===== src/rtl/rtc_seq_pkg.sv =====
// rtc_seq_pkg: shared FSM encoding, default sweep geometry and index width
// for the RTC refresh sequencer.
package rtc_seq_pkg;
    typedef enum logic [1:0] {IDLE, RD_REQ, WR_REQ, RELEASE} state_t;
    localparam logic [7:0] BASE_ADDR_DEF = 8'h21;
    localparam int N_REGS_DEF = 6;
    localparam int IDX_W = 4;
    localparam int TIMEOUT_DEF = 255;
endpackage


===== src/rtl/rtc_seq_watchdog.sv =====
// rtc_seq_watchdog: counts consecutive unacknowledged bus cycles and flags the
// cycle in which the count reaches TIMEOUT_CYC.
module rtc_seq_watchdog
    import rtc_seq_pkg::*;
#(
    parameter int TIMEOUT_CYC = TIMEOUT_DEF
) (
    input  logic clk,
    input  logic rst,
    input  logic en,
    output logic tc
);
    logic [7:0] cnt_q, cnt_d;
    assign tc = en && (cnt_q == 8'(TIMEOUT_CYC - 1));
    always_comb cnt_d = (en && !tc) ? cnt_q + 8'd1 : 8'd0;
    always_ff @(posedge clk or posedge rst)
        if (rst) cnt_q <= '0;
        else     cnt_q <= cnt_d;
endmodule


===== src/rtl/rtc_refresh_sequencer.sv =====
// rtc_refresh_sequencer: sweeps N_REGS RTC registers per frame tick and streams them to
// the text generator, interleaving user writes. RTC_SEQ_TIMEOUT_EN enables the ack watchdog.
module rtc_refresh_sequencer
    import rtc_seq_pkg::*;
#(
    parameter logic [7:0] BASE_ADDR = BASE_ADDR_DEF,
    parameter int N_REGS = N_REGS_DEF
`ifdef RTC_SEQ_TIMEOUT_EN
    , parameter int TIMEOUT_CYC = TIMEOUT_DEF
`endif
) (
    input  logic       clk,
    input  logic       rst,
    input  logic       frame_tick,
    input  logic       wr_req,
    input  logic [7:0] wr_addr,
    input  logic [7:0] wr_data,
    output logic       wr_done,
    output logic       bus_req,
    output logic       bus_we,
    output logic [7:0] bus_addr,
    output logic [7:0] bus_wdata,
    input  logic       bus_ack,
    input  logic [7:0] bus_rdata,
    output logic [7:0] disp_dir,
    output logic [7:0] disp_dato,
    output logic       disp_valid,
    output logic       sweep_busy,
    output logic       timeout_err
);
    state_t state_q, state_d;
    logic [IDX_W-1:0] idx_q, idx_d;
    logic act_q, act_d, pend_q, pend_d, busy_q, busy_d;
    logic dv_q, dv_d, wd_q, wd_d, terr_q, terr_d;
    logic [7:0] dir_q, dir_d, dato_q, dato_d;
    logic to;

`ifdef RTC_SEQ_TIMEOUT_EN
    rtc_seq_watchdog #(.TIMEOUT_CYC(TIMEOUT_CYC)) u_wd (
        .clk(clk),
        .rst(rst),
        .en (bus_req && !bus_ack),
        .tc (to)
    );
`else
    assign to = 1'b0;
`endif

    assign bus_req     = (state_q == RD_REQ) || (state_q == WR_REQ);
    assign bus_we      = (state_q == WR_REQ);
    assign bus_addr    = (state_q == RD_REQ) ? BASE_ADDR + 8'(idx_q) :
                         (state_q == WR_REQ) ? wr_addr : 8'h00;
    assign bus_wdata   = (state_q == WR_REQ) ? wr_data : 8'h00;
    assign wr_done     = wd_q;
    assign disp_dir    = dir_q;
    assign disp_dato   = dato_q;
    assign disp_valid  = dv_q;
    assign sweep_busy  = busy_q;
    assign timeout_err = terr_q;

    always_comb begin
        state_d = state_q;
        idx_d   = idx_q;
        act_d   = act_q;
        pend_d  = pend_q | frame_tick;
        busy_d  = busy_q;
        dir_d   = dir_q;
        dato_d  = dato_q;
        dv_d    = 1'b0;
        wd_d    = 1'b0;
        terr_d  = terr_q;
        case (state_q)
            IDLE:
                if (wr_req && !wd_q) state_d = WR_REQ;
                else if (pend_d) begin
                    state_d = RD_REQ;
                    act_d   = 1'b1;
                    busy_d  = 1'b1;
                    pend_d  = 1'b0;
                end
            RD_REQ:
                if (bus_ack || to) begin
                    state_d = RELEASE;
                    terr_d  = to;
                    dv_d    = bus_ack;
                    dir_d   = bus_ack ? bus_addr : dir_q;
                    dato_d  = bus_ack ? bus_rdata : dato_q;
                    // An aborted read still counts as done so the sweep moves on
                    if (idx_q == IDX_W'(N_REGS - 1)) begin
                        idx_d  = '0;
                        act_d  = 1'b0;
                        busy_d = pend_d;
                    end else idx_d = idx_q + IDX_W'(1);
                end
            WR_REQ:
                if (bus_ack || to) begin
                    state_d = RELEASE;
                    terr_d  = to;
                    wd_d    = 1'b1;
                end
            RELEASE:
                // wd_q masks the write request still held in its wr_done cycle
                if (!bus_ack) begin
                    if (wr_req && !wd_q) state_d = WR_REQ;
                    else if (act_q) state_d = RD_REQ;
                    else if (pend_d) begin
                        state_d = RD_REQ;
                        act_d   = 1'b1;
                        busy_d  = 1'b1;
                        pend_d  = 1'b0;
                    end else state_d = IDLE;
                end
            default: state_d = IDLE;
        endcase
    end

    always_ff @(posedge clk or posedge rst)
        if (rst) begin
            state_q <= IDLE;
            idx_q   <= '0;
            act_q   <= 1'b0;
            pend_q  <= 1'b0;
            busy_q  <= 1'b0;
            dir_q   <= 8'h00;
            dato_q  <= 8'h00;
            dv_q    <= 1'b0;
            wd_q    <= 1'b0;
            terr_q  <= 1'b0;
        end else begin
            state_q <= state_d;
            idx_q   <= idx_d;
            act_q   <= act_d;
            pend_q  <= pend_d;
            busy_q  <= busy_d;
            dir_q   <= dir_d;
            dato_q  <= dato_d;
            dv_q    <= dv_d;
            wd_q    <= wd_d;
            terr_q  <= terr_d;
        end
endmodule


===== config.mk =====
export PLATFORM = sky130hd
export DESIGN_NAME = rtc_refresh_sequencer
export DESIGN_NICKNAME = d
export VERILOG_FILES = /design/src/rtl/rtc_seq_pkg.sv /design/src/rtl/rtc_seq_watchdog.sv /design/src/rtl/rtc_refresh_sequencer.sv
export SDC_FILE = /design/constraint.sdc
export NUM_CORES = 1
export LEC_CHECK = 0
export ABC_CLOCK_PERIOD_IN_PS = 4480
export CELL_PAD_IN_SITES_DETAIL_PLACEMENT = 1
export CELL_PAD_IN_SITES_GLOBAL_PLACEMENT = 2
export CORE_MARGIN = 4
export CORE_UTILIZATION = 27
export CTS_BUF_LIST = sky130_fd_sc_hd__clkbuf_8
export CTS_CLUSTER_SIZE = 28
export DETAILED_ROUTE_END_ITERATION = 8
export HOLD_SLACK_MARGIN = 0.1
export PLACE_DENSITY_LB_ADDON = 0.1
export SLEW_MARGIN = 20
export SYNTH_ARGS = -nofsm -noshare
export SYNTH_HDL_FRONTEND = slang
export SYNTH_HIERARCHICAL = 1
export SYNTH_SLANG_ARGS = --single-unit

===== constraint.sdc =====
create_clock -name clk -period 4.48 [get_ports clk]
set_clock_uncertainty 0.1 [all_clocks]
set_input_delay 0.896 -clock clk [delete_from_list [all_inputs] [get_ports clk]]
set_output_delay 0.896 -clock clk [all_outputs]
set_load 0.005 [all_outputs]

[After elaboration in Yosys (flattened, before gate mapping)]
Index checks and enable logic that the tools add are counted.
Storage, ports and cells
  output and inout bits: 38
  flip-flop bits (word level): 27
Cells by class
  equality and inequality tests: 13
  bitwise operators: 1
  reductions and logical operators: 10
  add/subtract/negate cells: 2
  multiplexer cells: 37
Operators by type and width (number)
  two-way mux 1 bit: 24
  two-way mux 8 bit: 3
  AND reduction 7 bit: 2
  != test 2 bit (second input constant): 6
  two-way mux 2 bit: 5
  adder 6 x 4 -> 7 bit (first input constant): 1
  one-hot mux 1 bit (3 select lines): 2
  one-hot mux 2 bit (3 select lines): 1
  adder 4 x 1 -> 4 bit (second input constant): 1
  == test 2 bit (second input constant): 2
  == test 4 x 3 -> 1 bit (second input constant): 1
  two-way mux 4 bit: 1
  != test 2 x 1 -> 1 bit (second input constant): 2
  != test 3 bit (second input constant): 1
  AND reduction 3 bit: 1
  nonzero test 3 bit: 1
  == test 2 x 1 -> 1 bit (second input constant): 1
  zero test 2 bit: 1
  one-hot mux 1 bit (2 select lines): 1
  AND reduction 2 bit: 1
  OR reduction 2 bit: 1
  logical AND 1 bit: 1
  zero test 1 bit: 1
  logical OR 1 bit: 1
  OR 1 bit: 1

[Longest topological paths before layout]
  depth after elaboration: 6
  depth in mapped cells: 8

[Worst setup path before layout]
OpenSTA, ideal clock, no wires.
  path type: flip-flop to output port
  from: register state_q[1]
  to: output port bus_addr[0]
  cell stages (with the launch flop): 5
  required time: 3.484 ns
  data arrival time: 1.233 ns
  setup slack: 2.251 ns
  cell sequence: dfrtp_1 inv_1 ha_1 buf_1 mux2i_1
On the way
  longest elaborated chain between the ends: 3
  elaborated cells between the ends (all ways): 4
RTL lines
  start, declared: line rtc_refresh_sequencer.sv:31  | state_t state_q, state_d;
  start signal, assigned: line rtc_refresh_sequencer.sv:130  | state_q <= state_d;
  == test 2 bit: line rtc_refresh_sequencer.sv:52  | (state_q == WR_REQ) ? wr_addr : 8'h00;
  two-way mux 8 bit: line rtc_refresh_sequencer.sv:52
  two-way mux 8 bit *: line rtc_refresh_sequencer.sv:51  | assign bus_addr = (state_q == RD_REQ) ? BASE_ADDR + 8'(idx_q) :
  end, declared: line rtc_refresh_sequencer.sv:21  | output logic [7:0] bus_addr,
Mark *: on every way between the ends. The rest lies on a longest branch, timed or not.

[Final worst setup path]
  from: register state_q[1]
  to: output port bus_addr[4]
The elaborated chain is that of the path after synthesis.

==> metrics.md <==
| Metric | Value |
|---|---|
| Status | `finished, final reports clean` |
| Commonest non-fill, non-tap cell in the layout | `clkdlybuf4s50_1` |
| H-tree levels | `1` |
| Largest family of logic cells by synthesized area | `simple AND/OR/NAND/NOR gates` |
| Dominant register cell in the synthesized netlist | `dfrtp_1` |
| Clock Sinks | `27` |
| Cells after Synth | `between 150 and 200` |
| Vias per inst | `between 4 and 5` |
| Share of layout cells above drive strength 1 | `between 7 and 8%` |
| Synth Area in Adders | `around 5.8%` |
| CTS root buf | `clkbuf_8` |
| I/O Buffers | `65` |
| Hold Vio Cnt, Final | `0` |
| CTS Hold Bufs | `0` |
| Post-CTS resize count | `0` |
| Yosys Warn Count | `6` |
| # DRC | `0` |
| Multiplexer area fraction after synthesis | `a little under 4%` |
| Register-to-register setup slack | `around 1.9 ns` |
| Synth top area share | `44.5%` |
| All-layer global routing usage | `12.9%` |
| Commonest cells after routing, fill and taps aside | `65 x clkdlybuf4s50_1, 41 x nand2_1, 27 x dfrtp_1` |
| Cell taking the most area after synthesis | `dfrtp_1` |
| Average cell area after synthesis | `slightly below 10 um^2` |
| Sequential cell area fraction in the yosys report | `44.5%` |
| Min-Delay Startpoint | `disp_dato[2]$_DFFE_PP0P_` |
| Worst EP required | `3.48 ns` |
| Worst R2R End | `idx_q[0]$_DFFE_PP0P_` |
| Fmax | `308 MHz` |
| Max VDD drop | `approximately 0.26 mV` |
| CP Max Fanout | `14` |
| WL/cell | `14.9 um` |
| Area Growth Syn to Fin | `46.6%` |
| HPWL Detailed | `about 3.4 mm` |
| Die ar. | `between 6000 and 7000 um^2` |
| CTS max path bufs | `2` |
| Minimum clock period | `between 3 and 4 ns` |
| Worst setup path class | `reg2out` |
| Post-Synthesis Cell Area | `1520 um^2` |
| CTS buffer count | `3` |
| Antenna viol nets, final | `0` |
| Die height | `between 80 and 90 um` |
| Detailed Route WL | `~4.3 mm` |
| Nets | `approximately 250` |
| RSZ-0062 raised after global routing | `false` |
| Hold WC Path Type | `reg2reg` |
| Crit path arrival time | `2.25 ns` |
| Clock latency on the worst-skew pair | `roughly 0.27 ns` |
| Syn Nets | `approximately 190` |
| Clock transition at the registers of the reported paths | `0.09 ns` |
| First-pass GRT wire length | `7.33 mm` |
| DRT iter0 DRCs | `33` |
| TritonCTS clock tree | `built` |
| Post-route insts no fill | `between 200 and 300` |
| Cell variety after synth | `39` |
| Post-synthesis compound-gate area fraction | `between 10% and 20%` |
| Worst Hold Path EP | `disp_dato[2]$_DFFE_PP0P_` |
| Worst slew pin tran | `about 0.75 ns` |
| CP Capture Type | `primary output` |
| EDFF count, synth | `0` |
| Die X | `83.0 um` |
| Critical Path Source Type | `flip-flop` |
| FILL cells | `around 650` |
| Synth async-reset ratio | `between 90% and 100%` |
| # IOs | `67` |
| Buffer count from post-CTS setup fixing | `0` |
| Post-Synth Simple-Gate Area | `24.5%` |
| Top cells by area, synth | `dfrtp_1 44%, nand2_1 10%, ha_1 5.8%` |
| Critical Path Start | `state_q[1]$_DFFE_PP0P_` |
| Leak | `roughly 0.98 nW` |
| Initial antenna violation count | `0` |
| Final Cycle Share | `72.4%` |
| Worst flop-to-flop path startpoint | `state_q[1]$_DFFE_PP0P_` |
| Relative slew slack | `between 50% and 60%` |
| Core area | `5470 um^2` |
| Cell Count Post-Placement | `~280` |
| Vias in the first global route | `1445` |
| GPL Wtd Cong | `between 0.7 and 0.8` |
| GRT overflow | `0` |
| FP Rows | `27` |
| Final Setup Violations | `0` |
| Total number of vias | `around 1300` |
| Setup TNS Final | `0 ns` |
| Max Cap Viol | `0` |
| Xor and xnor area share after synthesis | `between 1 and 1.5%` |
| Hold path cells | `2` |
| Register-to-Register Path Depth | `6` |
| FF+latch count, synth | `27` |
| Slew Viols, Final | `0` |
| Number of diodes | `0` |
| Power per cell area | `604 nW/um^2` |
| Initial Util | `between 20% and 30%` |
| Largest net degree at the start of global routing | `28` |
| Drt pass-1 iters | `4` |
## worst max-delay path by stage
stage / cells after the start / slack [ns] / end
floorplan: 4 / 2.25 / bus_addr[0]
global placement: 4 / 1.39 / bus_addr[4]
detailed placement: 5 / 1.27 / idx_q[0]$_DFFE_PP0P_
CTS: 5 / 1.20 / bus_addr[4]
global route: 5 / 1.04 / bus_addr[4]
finish: 5 / 1.24 / bus_addr[4]
## critical path, stage by stage, from the launching register on
cell	delay [ns]
dfrtp_1	0.44
inv_1	0.10
ha_1	0.49
nand4_1	0.24
o21ai_0	0.15
clkdlybuf4s50_1	0.55
## Yosys cell counts, types with 2 or more instances
cell type	number
nand2_1	41
dfrtp_1	27
and2_1	11
o21ai_0	8
ha_1	7
inv_1	7
a21oi_1	5
nor2_1	4
buf_2	3
buf_6	3
mux2i_1	3
o21ai_1	3
a21o_1	2
a31oi_1	2
a32o_1	2
and3b_1	2
mux2_4	2
nand4_1	2
nor2b_4	2
o21a_1	2
## layout make-up
type | instances | area [um^2] | area share, %
Multi-Input combinational cell | 112 | 734 | 33.0
Sequential cell | 27 | 676 | 30.3
Timing Repair Buffer | 65 | 651 | 29.2
Tap cell | 72 | 90.1 | 4.04
Clock buffer | 3 | 41.3 | 1.85
Inverter | 8 | 30.0 | 1.35
Clock inverter | 1 | 5.00 | 0.225
## flip-flops by register name (all words and copies together) (netlist names)
signal      count
state_q         2
disp_valid      1
act_q           1
idx_q           4
disp_dato       8
wr_done         1
sweep_busy      1
disp_dir        8
pend_q          1
## kinds of logic after synthesis
group | count (synthesis)
fa+ha+maj | 7
compound gates | 28
other cells | 1
buf+inv | 18
flops | 27
simple gates | 69
mux | 5
xor+xnor | 2
## layer usage
| metal | vias up | wire (um) | global-route usage (%) |
|---|---|---|---|
| li1 | 634 | - | - |
| met2 | 20 | 2360 | 23.9 |
| met5 | - | 0 | 0 |
| met4 | 0 | 55 | 2.38 |
| met1 | 647 | 1750 | 15.1 |
| met3 | 7 | 131 | 2.88 |
## stage by stage
step | total power [W] | utilization [%] | hold WS, ns | setup WS [ns] | instance area (um^2)
after floorplan | 0.000863 | - | 0.359 | 2.25 | 1520
after global placement | 0.00120 | 39.8 | 0.360 | 1.39 | 2180
after detailed placement | 0.00123 | 39.8 | 0.365 | 1.27 | 2180
after CTS | 0.00138 | 40.7 | 0.390 | 1.20 | 2230
after global routing | 0.00146 | 40.7 | 0.411 | 1.04 | 2230
final | 0.00134 | 40.7 | 0.381 | 1.24 | 2230
## power breakdown
part | total, W | switching (W) | internal, W
registers | 0.000415 | 0.0000781 | 0.000337
clock network | 0.000138 | 0.0000757 | 0.0000624
logic | 0.000792 | 0.000347 | 0.000445
total | 0.00134 | 0.000501 | 0.000844
No activity file was read; power rests on OpenSTA's default activity.
